`src/rtl/led_pattern_pkg.sv`:
```
// -----------------------------------------------------------------------------
// led_pattern_pkg
// Shared types for the LED pattern generator: the runtime pattern mode, the
// bounce direction, and a parity helper used for the LFSR feedback bit.
// -----------------------------------------------------------------------------
package led_pattern_pkg;

    typedef enum logic [1:0] {
        MODE_ROR    = 2'd0,
        MODE_ROL    = 2'd1,
        MODE_BOUNCE = 2'd2,
        MODE_LFSR   = 2'd3
    } mode_t;

    typedef enum logic {
        DIR_UP   = 1'b0,
        DIR_DOWN = 1'b1
    } dir_t;

    // Even parity of the tapped bits; callers zero-extend narrower vectors
    // to 32 bits, which does not change the parity.
    function automatic logic lfsr_fb(input logic [31:0] value, input logic [31:0] taps);
        return ^(value & taps);
    endfunction

endpackage

```
`src/rtl/led_pattern_gen_tick_prescaler.sv`:
```
// -----------------------------------------------------------------------------
// tick_prescaler
// Free-running modulo-TICK_DIV counter producing the advance period.
//   clk     : system clock (rising edge)
//   reset_n : asynchronous active-low reset, counter returns to 0
//   hold    : freeze the counter at its current value
//   clear   : synchronous restart to 0 (wins over hold)
//   wrap    : combinational, high while the counter sits at TICK_DIV-1
// -----------------------------------------------------------------------------
module tick_prescaler #(
    parameter int TICK_DIV = 100_000_000
) (
    input  logic clk,
    input  logic reset_n,
    input  logic hold,
    input  logic clear,
    output logic wrap
);

    localparam int CNT_W = (TICK_DIV > 2) ? $clog2(TICK_DIV) : 1;
    localparam logic [CNT_W-1:0] CNT_MAX  = CNT_W'(TICK_DIV - 1);
    localparam logic [CNT_W-1:0] CNT_ZERO = CNT_W'(0);
    localparam logic [CNT_W-1:0] CNT_ONE  = CNT_W'(1);

    logic [CNT_W-1:0] r_cnt;
    logic [CNT_W-1:0] w_cnt_nxt;
    logic             w_wrap;

    assign w_wrap = (r_cnt == CNT_MAX);
    assign wrap   = w_wrap;

    // Next counter value: clear beats hold, hold keeps a wrap pending.
    always_comb begin
        w_cnt_nxt = r_cnt;
        if (clear) begin
            w_cnt_nxt = CNT_ZERO;
        end else if (hold) begin
            w_cnt_nxt = r_cnt;
        end else if (w_wrap) begin
            w_cnt_nxt = CNT_ZERO;
        end else begin
            w_cnt_nxt = r_cnt + CNT_ONE;
        end
    end

    // Counter register.
    always_ff @(posedge clk or negedge reset_n) begin
        if (!reset_n) begin
            r_cnt <= CNT_ZERO;
        end else begin
            r_cnt <= w_cnt_nxt;
        end
    end

endmodule

```
`src/rtl/led_pattern_gen.sv`:
```
// -----------------------------------------------------------------------------
// led_pattern_gen
// LED bank pattern generator. A prescaler produces one advance every TICK_DIV
// cycles; each advance steps the LED register in the selected mode
// (rotate right, rotate left, one-hot bounce, Fibonacci LFSR).
//   clk       : system clock (rising edge)
//   reset_n   : asynchronous active-low reset
//   mode      : requested mode, latched on mode_load
//   mode_load : one-cycle strobe, latch mode and restart the pattern
//   pause     : level, freezes prescaler and pattern
//   step      : one-cycle strobe, single advance while paused
//   led       : pattern register (WIDTH bits)
//   tick      : registered pulse, high the first cycle a new pattern shows
// -----------------------------------------------------------------------------
module led_pattern_gen
    import led_pattern_pkg::*;
#(
    parameter int               WIDTH    = 8,
    parameter int               TICK_DIV = 100_000_000,
    parameter logic [WIDTH-1:0] TAPS     = WIDTH'(8'hB8),
    parameter logic [WIDTH-1:0] SEED     = WIDTH'(1'b1)
) (
    input  logic             clk,
    input  logic             reset_n,
    input  logic [1:0]       mode,
    input  logic             mode_load,
    input  logic             pause,
    input  logic             step,
    output logic [WIDTH-1:0] led,
    output logic             tick
);

    localparam logic [WIDTH-1:0] LED_ONE  = WIDTH'(1'b1);
    localparam logic [WIDTH-1:0] LED_ZERO = WIDTH'(1'b0);

    mode_t            r_mode;
    dir_t             r_dir;
    logic [WIDTH-1:0] r_led;
    logic             r_tick;

    logic             w_wrap;
    logic             w_adv;
    logic             w_fb;
    mode_t            w_req_mode;
    logic [WIDTH-1:0] w_pat_led;
    dir_t             w_pat_dir;
    mode_t            w_mode_nxt;
    dir_t             w_dir_nxt;
    logic [WIDTH-1:0] w_led_nxt;
    logic             w_tick_nxt;

    tick_prescaler #(
        .TICK_DIV (TICK_DIV)
    ) u_prescaler (
        .clk     (clk),
        .reset_n (reset_n),
        .hold    (pause),
        .clear   (mode_load),
        .wrap    (w_wrap)
    );

    // A step only counts while paused; a free-running wrap only while not.
    assign w_adv      = (w_wrap & ~pause) | (step & pause);
    assign w_fb       = lfsr_fb(32'(r_led), 32'(TAPS));
    assign w_req_mode = mode_t'(mode);

    // Pattern next-state for one advance in the current mode.
    always_comb begin
        w_pat_led = r_led;
        w_pat_dir = r_dir;
        case (r_mode)
            MODE_ROR: begin
                w_pat_led = {r_led[0], r_led[WIDTH-1:1]};
            end
            MODE_ROL: begin
                w_pat_led = {r_led[WIDTH-2:0], r_led[WIDTH-1]};
            end
            MODE_BOUNCE: begin
                // Turn around at the end LED so the end is lit only once.
                if (r_dir == DIR_UP) begin
                    if (r_led[WIDTH-1]) begin
                        w_pat_led = r_led >> 1'b1;
                        w_pat_dir = DIR_DOWN;
                    end else begin
                        w_pat_led = r_led << 1'b1;
                    end
                end else begin
                    if (r_led[0]) begin
                        w_pat_led = r_led << 1'b1;
                        w_pat_dir = DIR_UP;
                    end else begin
                        w_pat_led = r_led >> 1'b1;
                    end
                end
            end
            MODE_LFSR: begin
                // All-zero is the LFSR lock-up state; reseed out of it.
                if (r_led == LED_ZERO) begin
                    w_pat_led = SEED;
                end else begin
                    w_pat_led = {r_led[WIDTH-2:0], w_fb};
                end
            end
            default: begin
                w_pat_led = r_led;
            end
        endcase
    end

    // Register next-state: mode_load beats advance beats hold.
    always_comb begin
        w_mode_nxt = r_mode;
        w_dir_nxt  = r_dir;
        w_led_nxt  = r_led;
        w_tick_nxt = 1'b0;
        if (mode_load) begin
            w_mode_nxt = w_req_mode;
            w_dir_nxt  = DIR_UP;
            w_led_nxt  = (w_req_mode == MODE_LFSR) ? SEED : LED_ONE;
            w_tick_nxt = 1'b0;
        end else if (w_adv) begin
            w_led_nxt  = w_pat_led;
            w_dir_nxt  = w_pat_dir;
            w_tick_nxt = 1'b1;
        end else begin
            w_tick_nxt = 1'b0;
        end
    end

    // State registers.
    always_ff @(posedge clk or negedge reset_n) begin
        if (!reset_n) begin
            r_mode <= MODE_ROR;
            r_dir  <= DIR_UP;
            r_led  <= LED_ONE;
            r_tick <= 1'b0;
        end else begin
            r_mode <= w_mode_nxt;
            r_dir  <= w_dir_nxt;
            r_led  <= w_led_nxt;
            r_tick <= w_tick_nxt;
        end
    end

    assign led  = r_led;
    assign tick = r_tick;

endmodule

```
`config.mk`:
```
export PLATFORM = sky130hd
export DESIGN_NAME = led_pattern_gen
export DESIGN_NICKNAME = d
export VERILOG_FILES = /design/src/rtl/led_pattern_pkg.sv /design/src/rtl/led_pattern_gen_tick_prescaler.sv /design/src/rtl/led_pattern_gen.sv
export SDC_FILE = /design/constraint.sdc
export NUM_CORES = 1
export LEC_CHECK = 0
export ABC_AREA = 1
export CAP_MARGIN = 10
export CORE_MARGIN = 10
export CORE_UTILIZATION = 33
export CTS_CLUSTER_DIAMETER = 60
export DETAILED_ROUTE_END_ITERATION = 8
export GPL_ROUTABILITY_DRIVEN = 1
export PLACE_DENSITY_LB_ADDON = 0.25
export SYNTH_ARGS = -nofsm -noshare
export SYNTH_HDL_FRONTEND = slang
export SYNTH_SLANG_ARGS = --single-unit
```
`constraint.sdc`:
```
create_clock -name clk -period 4 [get_ports clk]
set_clock_uncertainty 0.05 [all_clocks]
set_input_delay 0.8 -clock clk [delete_from_list [all_inputs] [get_ports clk]]
set_output_delay 0.8 -clock clk [all_outputs]
set_load 0.02 [all_outputs]
```
Yosys cells after proc, flatten, opt, wreduce, memory -nomap -nowiden
Cells that the tools add are included.
{"block": "totals", "word_cells": 39, "inputBits": 7, "register_bits": 39}
{"block": "op_classes", "muxes": 18, "n_addsub": 1, "n_bitwise": 4, "n_eq_ne": 5, "n_reduce_logical": 6}
{"operator": "$mux W27", "n": 3}
{"operator": "$mux W8", "n": 6}
{"operator": "$pmux W8 S4", "n": 1}
{"operator": "$reduce_xor A32 Y1", "n": 1}
{"operator": "$add A27 B1 Y27 const B", "n": 1}
{"operator": "$eq A27 B27 Y1 const B", "n": 1}
{"operator": "$logic_not A8 Y1", "n": 1}
{"operator": "$mux W1", "n": 8}
{"operator": "$eq A2 B2 Y1 const B", "n": 2}
{"operator": "$reduce_bool A2 Y1", "n": 2}
{"operator": "$and A1 B1 Y1", "n": 2}
{"operator": "$eq A2 B1 Y1 const B", "n": 1}
{"operator": "$logic_not A2 Y1", "n": 1}
{"operator": "$ne A2 B2 Y1 const B", "n": 1}
{"operator": "$reduce_and A2 Y1", "n": 1}
{"operator": "$not A1 Y1", "n": 1}
{"operator": "$or A1 B1 Y1", "n": 1}

Longest topological paths before layout
{"block": "depth", "depth_word": 5, "mapped_depth": 12}

Hierarchy
Synthesis repeated with hierarchy kept, for this count alone.
{"block": "unflattened", "cells_unflattened": 370, "hier_area_um2": 2640.0}
{"module": "tick_prescaler", "seq_area_each_um2": 675.6, "area_each_um2": 1850.5, "instances": 1, "cells_each": 262}
{"module": "led_pattern_gen", "seq_area_each_um2": 301.5, "area_each_um2": 789.5, "instances": 1, "cells_each": 108}

Worst setup path after synthesis
Ideal clock, no wire load.
{"block": "synth_timing", "kind": "input to register", "start": "input port mode_load", "end": "register u_prescaler.r_cnt[12]", "setup_ns": 0.083, "arrival_ns": 1.616, "slack_ns": 2.251, "cell_stages": 5, "cell_sequence": "buf_2 nor2_1 inv_1 clkbuf_1 o22ai_1"}
{"block": "synth_between", "elab_chain_cells": 1, "word_cells_on_any_way": 2}
{"item": "from (decl)", "line_no": "led_pattern_gen.sv:26", "source": "input logic mode_load,"}
{"item": "$ne A2 B2 Y1 (no line) or $mux W27 (tied branches)"}
{"item": "to (signal assigned)", "line_no": "led_pattern_gen_tick_prescaler.sv:51", "source": "r_cnt <= w_cnt_nxt;"}
{"item": "to (decl)", "line_no": "led_pattern_gen_tick_prescaler.sv:25", "source": "logic [CNT_W-1:0] r_cnt;"}
Parallel ways exist; a longest one is shown, timed or not.
A chain may end at the register's enable or synchronous reset.

Final worst setup path
{"block": "layout_timing", "start": "register r_led[0] (netlist: led[0])", "end": "output port led[0]"}
{"item": "from (decl)", "line_no": "led_pattern_gen.sv:38", "source": "logic [WIDTH-1:0] r_led;"}
{"item": "from (signal assigned)", "line_no": "led_pattern_gen.sv:140", "source": "r_led <= w_led_nxt;"}
{"item": "to (decl)", "line_no": "led_pattern_gen.sv:29", "source": "output logic [WIDTH-1:0] led,"}
No word-level cell between the ends.

==> out/metrics.cfg <==
[clock_tree]
cts_tree = yes
cts_buffers = 5
clk_latency_ns = 0.29
cts.root.buffer_cell = clkbuf_8
hold_buffers = 0
cts_max_path_buffers = 2
cts_sinks = 39
path_clk_slew_ns = 0.08
cts_resized = 0
post-cts-setup-buffers = 0
h-tree-depth = 2

[layout]
layout_commonest_cell = nand2_1
layout_common_cells = 92 x nand2_1, 38 x dfrtp_1, 37 x inv_1, 33 x nor2_1, 25 x o21ai_0
finalNetCount = 362
syn2layout_area_growth_pct = 14.1
antennaDiodeCount = 0
drive_above_1_share_pct = 8.19
fillers = 774

[worst_setup_path]
max_stage_delay_ns = 0.62
crit_fanout = 6
path_cells = clkdlybuf4s50_1
crit_type = register to output pin
critPathCaptureType = output pin
crit_family = buffers and inverters
slowest_stage = clkdlybuf4s50_1
crit_arrival_ns = 1.51
cp.buffers_inverters = 1
crit_required_ns = 3.15
cp-start-kind = register

[timing]
worst_pin_slew_ns = 0.895
hold_viol_final = 0
max_slew_margin_pct = 40.3
fin_tns_setup_ns = 0
fmax_ghz = 0.424
fin_crit_ns = 2.36
whs_ns = 0.478
setup_viol = 0
rsz0062_at_grt = no
post-route-period-util_pct = 59.0
drv_slew = 0

[route]
drt-vias-per-instance = 4.84
wl_um = 5900
postRouteAntennaNets = 0
drc_errors = 0
vias = 2192
first_pass_iters = 4
drtIter0Drc = 120
post_drt_wl_per_cell_um = 13.0

[grt]
grt_max_degree = 40
grtUsageTotal_pct = 10.9
grt_pass1_vias = 2095
grt_antenna_before_repair = 0
overflow = 0
grt_first_pass_wirelength_um = 10200

[flow_run]
max-cap-violations = 0

[yosys]
syn_inst = 336
synth_adder_area_share_pct = 1.03
synthSimpleGateAreaFrac_pct = 31.9
synth_compound_area_share_pct = 13.1
seq_area_frac_synth_pct = 40.2
yosysUniqueCellTypes = 29
syn_area_per_cell_sq_um = 7.23
synthesis.nets = 345
synth_xor_xnor_area_share_pct = 6.13
syn-cell-area_sq_um = 2430
muxShareOfSynthArea_pct = 0
yosysWarnings = 0
synth_top_family_by_area = simple AND/OR/NAND/NOR gates
synth_seq_cells = 39

[worst_hold_path]
min-delay-path-class = register to register

[floorplan]
io_pins = 16
std_cell_rows = 31
die_w_um = 106
fp.dieH_um = 106
dieArea_sq_um = 11200
core_sq_um = 7210
initial_core_util_pct = 33.7

[placement]
dp_hpwl_um = 4340
gp_congestion = 0.873
io_buffer_count = 15

[run_status]
run_status = finished clean

[pwr]
p_leak_nw = 1.11
irDropWorstVdd_v = 0.000115
power_density_nw_per_um2 = 314

==> path summary, 6_finish.rpt <==
path | startpoint | end | slack (ns) | cells past startpoint
min reg2reg | u_prescaler.r_cnt[1]$_DFFE_PN0P_ | u_prescaler.r_cnt[1]$_DFFE_PN0P_ | 0.48 | 2
max in group asynchronous | reset_n | u_prescaler.r_cnt[21]$_DFFE_PN0P_ | 2.76 | 1
min | u_prescaler.r_cnt[1]$_DFFE_PN0P_ | u_prescaler.r_cnt[1]$_DFFE_PN0P_ | 0.48 | 2
max | led[0]$_DFFE_PN1P_ | led[0] | 1.64 | 1
max reg2reg | u_prescaler.r_cnt[0]$_DFFE_PN0P_ | u_prescaler.r_cnt[21]$_DFFE_PN0P_ | 1.94 | 10
min in group asynchronous | reset_n | led[4]$_DFFE_PN0P_ | 0.58 | 1
==> power by group <==
| part | leakage [nW] | switching (mW) | internal [mW] |
|---|---|---|---|
| Sequential | 0.533 | 0.0159 | 0.406 |
| Combinational | 0.527 | 0.0795 | 0.0434 |
| Clock | 0.0524 | 0.139 | 0.187 |
==> metrics by stage <==
| stage | worst slack [ns] | instance area [sq um] | instances | utilization (%) | power [mW] |
|---|---|---|---|---|---|
| finish | 1.64 | 2770 | 453 | 38.4 | 0.871 |
| global route | 1.50 | 2770 | 453 | 38.4 | 0.915 |
| CTS | 1.62 | 2770 | 453 | 38.4 | 0.884 |
| detailed placement | 1.36 | 2670 | 445 | 36.9 | 0.553 |
| global placement | 1.41 | 2670 | 445 | 36.9 | 0.554 |
| floorplan | 2.25 | 2430 | 336 | - | 0.506 |
==> flip-flops by register name, indices dropped and copies added (netlist names) <==
signal	count
led	8
r_dir	1
u_prescaler.r_cnt	27
r_mode	2
tick	1
==> routing by layer <==
layer	share of wire (%)	vias up	track usage [%]
met2	45	41	16.7
met1	49	1026	14.5
met4	1.4	0	3.77
met3	4.8	6	2.74
met5	0	-	0
li1	-	1119	-
==> cell usage after synthesis, drive strengths merged <==
cell type  count  area [sq um]
a31oi          1          6.26
clkbuf         2          7.51
o22ai         10          62.6
or2            1          6.26
nand2         99           389
nand4          4          25.0
nor2          41           194
buf            4          32.5
dfrtp         38           951
a21oi         11          55.1
xor2          14           123
dfstp          1          26.3
o2111ai        1          8.76
o21ai         35           179
ha             2          25.0
xnor2          3          26.3
nor3          10          50.1
nor4           1          6.26
nand3         19           105
a22oi          1          7.51
inv           38           143
==> final cells by class <==
cell class / count / area, sq um / share of cell area, %
clock buffers: 7 / 76.3 / 2.75
clock inverters: 1 / 30.0 / 1.08
inverters: 38 / 143 / 5.15
multi-input cells: 253 / 1270 / 45.8
flip-flops and latches: 39 / 977 / 35.3
well taps: 99 / 124 / 4.47
repair buffers: 16 / 153 / 5.51
==> worst register-to-register path, stage by stage (launching register included) <==
cell and delay, ns:
dfrtp_1 0.41, ha_1 0.24, nand2_2 0.10, nor2_4 0.05
nand2_2 0.13, nor2_1 0.06, nand2_1 0.09, nand3_2 0.27
inv_2 0.33, nand2_1 0.08, o21ai_0 0.15
==> kinds of logic after synthesis <==
kind of cell / after synthesis
simple gates: 175
compound gates: 59
flops: 39
xor+xnor: 17
buf+inv: 44
fa+ha+maj: 2
Power figures use the tool's default switching activity.
